File: src/rtl/decoder_pkg.sv
`default_nettype none
// ============================================================================
//  Package   : decoder_pkg
//  Purpose   : Shared constants and helper function for index_decoder_dispatch
//  Revision  : 1.0  initial release
// ============================================================================
package decoder_pkg;

    localparam int IDX_W      = 3;
    localparam int N          = 2 ** IDX_W;
    localparam int CNT_W      = $clog2(N + 1);
    localparam int DROP_CNT_W = 8;

    // Decode a channel index into a one-hot channel vector
    function automatic logic [N-1:0] onehot(input logic [IDX_W-1:0] idx);
        logic [N-1:0] v;
        v      = '0;
        v[idx] = 1'b1;
        return v;
    endfunction

endpackage
`default_nettype wire

File: src/rtl/popcount_n.sv
`default_nettype none
// ============================================================================
//  Module    : popcount_n
//  Purpose   : Combinational population count of an N-bit vector
//  Revision  : 1.0  initial release
// ============================================================================
module popcount_n #(
    parameter int N = 8
) (
    input  logic [N-1:0]           vec,
    output logic [$clog2(N+1)-1:0] cnt
);

    localparam int CW = $clog2(N + 1);

    // Sum every bit; CW is wide enough to hold the all-ones count N
    always_comb begin
        cnt = '0;
        for (int i = 0; i < N; i++) begin
            cnt = cnt + CW'(vec[i]);
        end
    end

endmodule
`default_nettype wire

File: src/rtl/index_decoder_dispatch.sv
`default_nettype none
// ============================================================================
//  Module    : index_decoder_dispatch
//  Purpose   : Accepts index codes over valid/ready, decodes them to one-hot
//              and accumulates them in a pending register cleared per bit by
//              ack or wholesale by flush. Reports merged (dropped) events.
//  Options   : DISPATCH_DROP_CNT_EN - builds the saturating drop counter;
//              when undefined drop_cnt reads constant zero.
//  Revision  : 1.0  initial release
// ============================================================================
module index_decoder_dispatch
    import decoder_pkg::*;
(
    input  logic                  clk,
    input  logic                  rst,
    input  logic                  in_valid,
    output logic                  in_ready,
    input  logic [IDX_W-1:0]      in_idx,
    input  logic                  flush,
    input  logic [N-1:0]          ack,
    output logic [N-1:0]          pending,
    output logic [CNT_W-1:0]      pend_cnt,
    output logic                  irq,
    output logic                  drop,
    output logic [DROP_CNT_W-1:0] drop_cnt
);

    logic             r_rdy;
    logic             w_accept;
    logic [N-1:0]     w_set;
    logic [N-1:0]     w_pend_nxt;
    logic [CNT_W-1:0] w_cnt_nxt;
    logic             w_drop;

    // Ready is cleared asynchronously by reset and comes back on the first edge after it
    always_ff @(posedge clk or posedge rst) begin
        if (rst) r_rdy <= 1'b0;
        else     r_rdy <= 1'b1;
    end

    assign in_ready = r_rdy & ~flush;
    assign w_accept = in_valid & in_ready;

    // Next-state: flush beats set, set beats ack, ack beats hold
    always_comb begin
        w_set      = w_accept ? onehot(in_idx) : '0;
        w_pend_nxt = flush ? '0 : (w_set | (pending & ~ack));
        // A hit on a still-pending bit merges into it unless the same cycle acks it
        w_drop     = w_accept & pending[in_idx] & ~ack[in_idx];
    end

    popcount_n #(
        .N   (N)
    ) u_popcount (
        .vec (w_pend_nxt),
        .cnt (w_cnt_nxt)
    );

    // Pending register with count and interrupt derived from the same next state
    always_ff @(posedge clk or posedge rst) begin
        if (rst) begin
            pending  <= '0;
            pend_cnt <= '0;
            irq      <= 1'b0;
            drop     <= 1'b0;
        end else begin
            pending  <= w_pend_nxt;
            pend_cnt <= w_cnt_nxt;
            irq      <= |w_pend_nxt;
            drop     <= w_drop;
        end
    end

`ifdef DISPATCH_DROP_CNT_EN
    logic [DROP_CNT_W-1:0] r_drop_cnt;

    // Saturating drop counter; only reset clears it, flush leaves it alone
    always_ff @(posedge clk or posedge rst) begin
        if (rst)
            r_drop_cnt <= '0;
        else if (w_drop && (r_drop_cnt != {DROP_CNT_W{1'b1}}))
            r_drop_cnt <= r_drop_cnt + 1'b1;
    end

    assign drop_cnt = r_drop_cnt;
`else
    assign drop_cnt = '0;
`endif

endmodule
`default_nettype wire

File: config.mk
export PLATFORM = sky130hd
export DESIGN_NAME = index_decoder_dispatch
export DESIGN_NICKNAME = d
export VERILOG_FILES = /design/src/rtl/decoder_pkg.sv /design/src/rtl/popcount_n.sv /design/src/rtl/index_decoder_dispatch.sv
export SDC_FILE = /design/constraint.sdc
export NUM_CORES = 1
export LEC_CHECK = 0
export BUFFER_PORTS_ARGS = -buffer_cell sky130_fd_sc_hd__buf_2
export CAP_MARGIN = 20
export CORE_AREA = 2 2 67 56
export CTS_BUF_LIST = sky130_fd_sc_hd__clkbuf_4 sky130_fd_sc_hd__clkbuf_8 sky130_fd_sc_hd__clkbuf_16
export DETAILED_ROUTE_END_ITERATION = 12
export DIE_AREA = 0 0 69 58
export SETUP_SLACK_MARGIN = 0.5
export SYNTH_ARGS = -nofsm -noshare
export SYNTH_HDL_FRONTEND = slang
export SYNTH_SLANG_ARGS = --single-unit
File: constraint.sdc
create_clock -name clk -period 8.7 [get_ports clk]
set_clock_uncertainty 0.1 [all_clocks]
set_input_delay 0.435 -clock clk [delete_from_list [all_inputs] [get_ports clk]]
set_output_delay 0.435 -clock clk [all_outputs]
set_load 0.01 [all_outputs]
Word level (Yosys, flattened, before mapping)
Index checks and enable logic that the tools add are counted.
- bits in registers: 15
- bits in latches: 0
- bits in writable memories: 0
- memory bits (read-only): 0
- input port bits: 15
- output and inout port bits: 23
- logic and storage cells: 33
- memories kept: 0
- $add $sub $neg: 7
- multipliers: 0
- div/mod/pow operators: 0
- order comparisons: 2
- equal/unequal tests: 0
- shifts and indexed selects: 0
- muxes and demuxes: 8
- bitwise operators: 9
- reductions and logical operators: 2
- operators by type and width (cell ; number):
    $add 4x1->4 ; 6
    $mux 8 ; 2
    $and 8x8->8 ; 1
    $not 8->8 ; 1
    $or 8x8->8 ; 1
    $reduce_or 8->1 ; 1
    $bmux 1 s3 ; 2
    $and 1x1->1 ; 4
    $lt 3x4->1 const B ; 1
    $demux 1 s3 ; 1
    $ge 3x1->1 const B ; 1
    $mux 1 ; 3
    $add 1x1->2 ; 1
    $not 1->1 ; 2
    $logic_and 1x1->1 ; 1

Longest topological paths before layout
Gate-level depths: netlist of the first run.
- word-level depth: 14
- depth in mapped cells: 12
- depth with buffers taken out: 12

Hierarchy
Synthesis of the first run repeated with hierarchy kept, for this count alone.
- cells, all modules: 110
- area total of the unflattened synthesis: 1016.0 sq um
- by module, submodules not included (module ; instances ; cells an instance ; area an instance (sq um) ; seq. area each (sq um)):
    index_decoder_dispatch ; 1 ; 86 ; 825.8 ; 375.4
    popcount_n ; 1 ; 24 ; 190.2 ; 0.0

Worst setup path after synthesis of the first run
OpenSTA, ideal clock, no wires.
- kind: input port to flip-flop
- start point: in flush
- end point: reg pend_cnt[2]
- setup time: 0.123 ns
- arrival time: 3.326 ns
- data required time: 8.477 ns
- setup slack: 5.151 ns
- cell stages on the path: 12
- buffers on the path: 0
- cell sequence: nand3b_4 > nor2_1 > a21oi_1 > or2_2 > ha_1 > inv_1 > fa_1 > fa_1 > inv_1 > fa_1 > fa_1 > xor2_1
- longest elaborated chain between the ends: 13
- RTL lines (item ; RTL line ; text):
    start: declaration ; index_decoder_dispatch.sv:19 ; input logic flush,
    $not 1->1 ; index_decoder_dispatch.sv:41 ; assign in_ready = r_rdy & ~flush;
    $and 1x1->1 ; index_decoder_dispatch.sv:41 ;
    $and 1x1->1 ; index_decoder_dispatch.sv:42 ; assign w_accept = in_valid & in_ready;
    $mux 8 ; index_decoder_dispatch.sv:46 ; w_set = w_accept ? onehot(in_idx) : '0;
    $or 8x8->8 ; index_decoder_dispatch.sv:47 ; w_pend_nxt = flush ? '0 : (w_set | (pending & ~ack));
    $mux 8 (*) ; index_decoder_dispatch.sv:47 ;
    $add 1x1->2 ; popcount_n.sv:20 ; cnt = cnt + CW'(vec[i]);
    $add 4x1->4 (5 in series) ; popcount_n.sv:20 ;
    $add 4x1->4 (*) ; popcount_n.sv:20 ;
    net u_popcount.cnt[2] ; popcount_n.sv:11 ; output logic [$clog2(N+1)-1:0] cnt
    end signal: assignment ; index_decoder_dispatch.sv:68 ; pend_cnt <= w_cnt_nxt;
    end: declaration ; index_decoder_dispatch.sv:22 ; output logic [CNT_W-1:0] pend_cnt,
The timed path passes the listed nets; every way through them passes the cells marked *.

Worst setup path in the final report of the first run
Same ends and word-level chain as after synthesis.

==> results by group, run 1 <==
Status
  • Status: finished clean

Floorplanning
  • CORE AREA: 3330 µm²
  • DIE AREA: 4000 µm²
  • Row count: 19
  • Top-Level Pins: 38
  • Die W: 69 µm
  • Initial Util: 29.8%
  • Die Span Y: 58 µm

Global routing
  • Met2 Use GR: 17.2%
  • Global routing's busiest layer: met2
  • GR met3 Demand/Resource: 3.30%
  • Grt ovf: 0
  • Largest net degree at the start of global routing: 18
  • First-pass GRT wire length: 3.39 mm
  • Antenna violations before repair: 0
  • GRT met1 Usage: 14.4%
  • GRT Resource Usage Total: 11.2%
  • Vias in the first global route: 741

CTS
  • Postcts setup bufs: 0
  • Num CTS Buffers: 3
  • Clk buf depth: 2
  • CTS root buf: clkbuf_8
  • CTS clk-pin slew, worst paths: 60 ps
  • H-Tree Depth: 1
  • CTS sink cnt: 15
  • Post-CTS sizing: 0
  • Clk_lat worst skew: 250 ps
  • CTS tree: done
  • Number of hold buffers added after CTS: 0

Pwr
  • Worst VDD drop: 0.0574 mV
  • Lkg Pwr: 0.000643 µW
  • Pwr dens: 125 nW/µm²

Timing
  • Min Tclk post-route: 3710 ps
  • Pins Over Slew Limit: 0
  • Fin. Hold Viols: 0
  • Slew headroom: 59.7%
  • Peak Freq: 269 MHz
  • RSZ-0062 raised after global routing: no
  • Slew @ Worst Pin: 603 ps
  • Final setup fails: 0
  • Final setup TNS: 0 ps
  • Worst setup margin: 4990 ps
  • Fin crit share: 42.7%

Worst setup path
  • Worst path most repeated cell: fa_1
  • R2R setup slack: 5100 ps
  • Reg2Reg Depth: 12
  • Worst path top cell family by delay: adder cells
  • CP Buf/Inv Count: 3
  • Worst Setup Start Kind: primary input
  • CP arrival: 3740 ps
  • Worst setup path class: primary input to register
  • CP Cell Sequence: buf_2 -> nand3b_4 -> nor2_1 -> a21oi_1 -> or2_2 -> ha_1 -> inv_1 -> fa_1 -> fa_1 -> inv_1 -> fa_1 -> fa_1 -> xor2_1
  • Critical Path Max Stage Delay: 490 ps
  • Worst R2R End: pend_cnt[2]$_DFF_PP0_
  • Reg-to-reg startpoint: r_rdy$_DFF_PP0_
  • CP max stage cell: fa_1
  • Maximum fanout along the worst path: 17
  • Req. time, crit path: 8730 ps
  • CP endpoint kind: register

Synth
  • Largest area contributor in the netlist: dfrtp_1
  • Synth Flop Type: dfrtp_1
  • Fraction of registers with async set/reset: 100%
  • Netlist Area Pre-Place: 991 µm²
  • FF+latch count, synth: 15
  • Synth top area cells: dfrtp_1, fa_1, buf_4
  • Seq/Total Area, Yosys: 37.9%
  • Cell count after synthesis: 99
  • Cell variety after synth: 29
  • Number of synthesized flops with an enable pin: 0
  • Top cell type's share of synthesized area: 37.9%
  • Yosys warns: 0
  • Syn avg cell area: 10.0 µm²

Routing
  • # DRC: 0
  • Via count: 794
  • Vias per cell: 4.67
  • DRT Pass-1 Iters: 4
  • Total routed wirelength: 2.13 mm
  • Initial drt markers: 20
  • Drt wl/cell: 12.5 µm
  • Antenna-violating nets left: 0

Finish
  • Area Growth Syn to Fin: 20.1%
  • Layout cells sized above 1: 32.0%
  • Post-layout util: 35.8%
  • Final cell count without fillers: 170
  • Cell area after layout: 1190 µm²
  • ANT cells: 0
  • Filler cells: 350
  • NumNets Final: 152

Placed design
  • RD Place Congestion: 0.835
  • Post-DP HPWL: 1.71 mm
  • PortBufs: 29
  • Cells after DPL: 166
  • Setup WS pre-CTS: 4770 ps
  • Placed Area: 1140 µm²

Run
  • Max-Cap Viols: 0

Worst hold path
  • Worst Hold Class: primary input to async pin
## sequential cells by signal (all words and copies together) (netlist names)
register and cells:
pending 8, pend_cnt 4, drop 1, irq 1, r_rdy 1
## per-layer routing
metal,part of all wire [%],up-vias
met5,0,-
met4,1.8,0
met3,6.5,5
met2,49,33
met1,43,389
li1,-,367
## cells in the final DEF, fill, tap and decap left out, types with 2 or more instances in the layout
cell	count
nand2b_1	4
clkbuf_8	3
a21o_1	2
dfrtp_1	15
a31oi_1	2
or2_2	4
inv_1	6
conb_1	9
ha_1	4
nor2_1	9
a21oi_1	10
nand3_1	2
nor2b_1	9
fa_1	4
buf_2	29
nand2_1	2
mux4_2	2
## Yosys cell counts, types with 2 or more instances
master     n
nand2b_1   4
a21oi_1   10
dfrtp_1   15
ha_1       4
nor2_1     9
or2_2      4
nor2b_1    9
nand2_1    2
a31oi_1    2
buf_4      8
buf_2      2
nand3_1    2
conb_1     2
mux4_2     2
inv_1      6
fa_1       4
a21o_1     2
## power by group
part           internal (µW)  switching (µW)
registers               70.9           0.558
clock network           35.5            23.9
logic                   7.06            11.2
total                    114            35.6
## worst register-to-register path, stage by stage (launching register included)
cell,delay (ps)
dfrtp_1,380
nand3b_4,100
nor2_1,220
a21oi_1,160
or2_2,300
ha_1,280
inv_1,50
fa_1,450
fa_1,490
inv_1,50
fa_1,390
fa_1,390
xor2_1,170
## how the worst max path moves through the flow
stage	start	to	cells after the start
6_report	flush	pend_cnt[2]$_DFF_PP0_	13
3_5_place_dp	flush	pend_cnt[2]$_DFF_PP0_	13
3_3_place_gp	flush	pend_cnt[2]$_DFF_PP0_	13
4_1_cts	flush	pend_cnt[2]$_DFF_PP0_	13
2_1_floorplan	flush	pend_cnt[2]$_DFF_PP0_	12
5_1_grt	flush	pend_cnt[2]$_DFF_PP0_	13
## logic make-up after synthesis
group / count (synthesis) / share of synthesized area, %
simple gates: 35 / 21.2
compound gates: 18 / 10.9
buf+inv: 17 / 9.72
flops: 15 / 37.9
fa+ha+maj: 8 / 13.1
mux: 3 / 5.56
other cells: 2 / 0.758
xor+xnor: 1 / 0.884
## cell type report
class / count / area, µm² / share of cell area (%)
clock buffers: 4 / 48.8 / 4.10
repair buffers: 29 / 145 / 12.2
well taps: 42 / 52.6 / 4.42
multi-input cells: 74 / 546 / 45.8
inverters: 6 / 22.5 / 1.89
flip-flops and latches: 15 / 375 / 31.5
## through the flow
step	total power (µW)	hold WS, ps
after floorplan	86.5	236
after global placement	90.7	427
after detailed placement	91.0	439
after CTS	151	173
after global routing	155	218
final	149	148
No activity file was read; power rests on OpenSTA's default activity.
==> inputs of run 2 (changes only) <==
==> constraint.sdc (replaced) <==
create_clock -name clk -period 3.6 [get_ports clk]
set_clock_uncertainty 0.1 [all_clocks]
set_input_delay 0.18 -clock clk [delete_from_list [all_inputs] [get_ports clk]]
set_output_delay 0.18 -clock clk [all_outputs]
set_load 0.01 [all_outputs]
==> run 2 against run 1 <==
Compared with the run above:
- first-iteration DRC count is 5.0% lower
- critical path type is now register to register
- sequential power grew 140%
- register-to-register slack got worse by 4800 ps
- power rose by 140%
==> results by group, run 2 (same netlist as run 1, synthesis figures left out) <==
Status
  • Status: finished clean

Worst setup path
  • CP max stage cell: fa_1
  • Reg-to-reg startpoint: r_rdy$_DFF_PP0_
  • Worst Setup Start Kind: register
  • CP arrival: 3380 ps (-360 ps)
  • CP Cell Sequence: nand3b_4 -> nor2_4 -> a21oi_2 -> or2_4 -> ha_4 -> inv_2 -> fa_1 -> fa_1 -> inv_2 -> fa_2 -> fa_2 -> xor2_1
  • Worst setup path class: register to register
  • Crit path launch: r_rdy$_DFF_PP0_
  • Maximum fanout along the worst path: 4 (-13)
  • CP endpoint kind: register
  • Req. time, crit path: 3640 ps (-5090 ps)
  • Critical Path Max Stage Delay: 500 ps (about the same)

Timing
  • Pins Over Slew Limit: 0 (unchanged)
  • Slew headroom: 59.6% (-0.089 points)
  • Worst setup margin: 260 ps (-4730 ps)
  • Final setup fails: 0 (unchanged)
  • Final setup TNS: 0 ps (unchanged)
  • Min Tclk post-route: 3340 ps
  • Fin crit share: 92.8%
  • Slew @ Worst Pin: 605 ps (+1.33 ps)
  • Fin. Hold Viols: 0 (unchanged)
  • RSZ-0062 raised after global routing: yes
  • Peak Freq: 299 MHz

Placed design
  • Post-DP HPWL: 1.87 mm (+9.4%)
  • RD Place Congestion: 0.864 (+3.4%)
  • Placed Area: 1190 µm² (+3.9%)
  • Setup WS pre-CTS: 249 ps (-4530 ps)
  • PortBufs: 29 (unchanged)

CTS
  • CTS root buf: clkbuf_8
  • CTS tree: done
  • CTS clk-pin slew, worst paths: 60 ps (about the same)
  • Clk_lat worst skew: 250 ps (about the same)
  • Num CTS Buffers: 3 (unchanged)
  • CTS sink cnt: 15 (unchanged)
  • Clk buf depth: 2 (unchanged)
  • H-Tree Depth: 1 (unchanged)

Floorplanning
  • Initial Util: 29.8% (unchanged)
  • Top-Level Pins: 38 (unchanged)
  • CORE AREA: 3330 µm² (unchanged)
  • Die Span Y: 58 µm (unchanged)
  • Die W: 69 µm (unchanged)
  • Row count: 19 (unchanged)
  • DIE AREA: 4000 µm² (unchanged)

Pwr
  • Worst VDD drop: 0.225 mV (+290%)
  • Pwr dens: 279 nW/µm² (+120%)
  • Lkg Pwr: 0.000683 µW (+6.3%)
  • Overall Power: 362 µW (+140%)

Finish
  • ANT cells: 0 (unchanged)
  • Register area: 375 µm² (unchanged)
  • Area Growth Syn to Fin: 31.1%
  • Layout cells sized above 1: 42.3% (+10 points)
  • Cell area after layout: 1300 µm² (+9.1%)
  • Most flops, register: pending
  • Multi-input combinational cell area: 587 µm² (+7.6%)
  • Filler cells: 355 (+1.4%)
  • Biggest registers after layout: pending: 8 flops, pend_cnt: 4 flops
  • NumNets Final: 161 (+5.9%)
  • Most frequent cells in the layout: buf_2, dfrtp_1, nor2b_1, conb_1
  • Most common cell after layout, fill and taps aside: buf_2
  • Largest register FFs: 8 (unchanged)
  • Post-layout util: 39.0% (+3.3 points)

Routing
  • # DRC: 0 (unchanged)
  • Via count: 819 (+3.1%)
  • DRT Pass-1 Iters: 3 (-1)
  • Total routed wirelength: 2.43 mm (+14%)
  • Vias per cell: 4.58 (-2.0%)
  • Antenna-violating nets left: 0 (unchanged)
  • Drt wl/cell: 13.6 µm (+8.4%)
  • Initial drt markers: 19 (-5.0%)

Global routing
  • First-pass GRT wire length: 4.07 mm (+20%)
  • Largest net degree at the start of global routing: 17 (-1)
  • Vias in the first global route: 871 (+18%)
  • Antenna violations before repair: 0 (unchanged)
  • Grt ovf: 0 (unchanged)
  • GRT Resource Usage Total: 12.9% (+1.7 points)

Worst hold path
  • Worst Hold Class: primary input to register
  • Hold wc startpoint: in_idx[0]

Run
  • Max-Cap Viols: 0 (unchanged)
## run 2: cell types whose count changed in the layout (fill, tap and decap cells not counted), moves of 2 or more
cell	change
buf_4	+8
a21oi_1	-3
a21oi_2	+3
fa_1	-2
fa_2	+2
inv_1	-2
inv_2	+2
or2_2	-2
or2_4	+2
## run 2: repair_timing
| item | in CTS | in global routing |
|---|---|---|
| hold buffers | 1 | 0 |
| setup endpoints to repair | 2 | 3 |
| setup buffers | 4 | 3 |
| resized for setup | 1 | 2 |
| pin swaps | 0 | 1 |
| endpoints found under the hold margin | 15 | 0 |
| gates cloned | 0 | 0 |
## run 2: critical path, delay by kind of cell, from the launching register on
family,cells,cell delay (ps)
fa+ha+maj,5,1910
xor+xnor,1,160
simple gates,3,510
compound gates,1,90
buf+inv,2,70
flops,1,380
## run 2: per-layer routing
layer	vias to the layer above	share of wire (%)	track usage [%]
met5	-	0	0
met4	0	0.33	2.80
met3	2	4.8	4.70
met2	25	49	21.2
met1	405	46	16.6
li1	387	-	-
## run 2: layout make-up
cell class / count / share of cell area [%]
Multi-Input combinational cell: 74 / 45.2
Sequential cell: 15 / 28.9
Timing Repair Buffer: 38 / 16.6
Tap cell: 42 / 4.05
Clock buffer: 3 / 3.18
Inverter: 6 / 1.73
Clock inverter: 1 / 0.385
## run 2: metrics by stage
stage,instances,hold WS [ps]
2_1_floorplan,106,-18.5
3_3_place_gp,167,177
3_5_place_dp,167,182
4_1_cts,176,169
5_1_grt,179,193
6_report,179,163
## run 2: final timing paths
| kind | end | slack [ps] | cells past startpoint |
|---|---|---|---|
| max in group asynchronous | pending[1]$_DFF_PP0_ | 2570 | 3 |
| hold / removal | drop$_DFF_PP0_ | 160 | 3 |
| hold reg to reg | pending[6]$_DFF_PP0_ | 560 | 2 |
| setup / recovery | pend_cnt[2]$_DFF_PP0_ | 260 | 12 |
| min in group asynchronous | pend_cnt[0]$_DFF_PP0_ | 440 | 3 |
| setup reg to reg | pend_cnt[2]$_DFF_PP0_ | 260 | 12 |
## run 2: power breakdown
group / switching (µW) / total (µW) / internal [µW]
clock network: 62.0 / 139 / 76.7
registers: 1.45 / 173 / 171
logic: 29.1 / 50.3 / 21.2
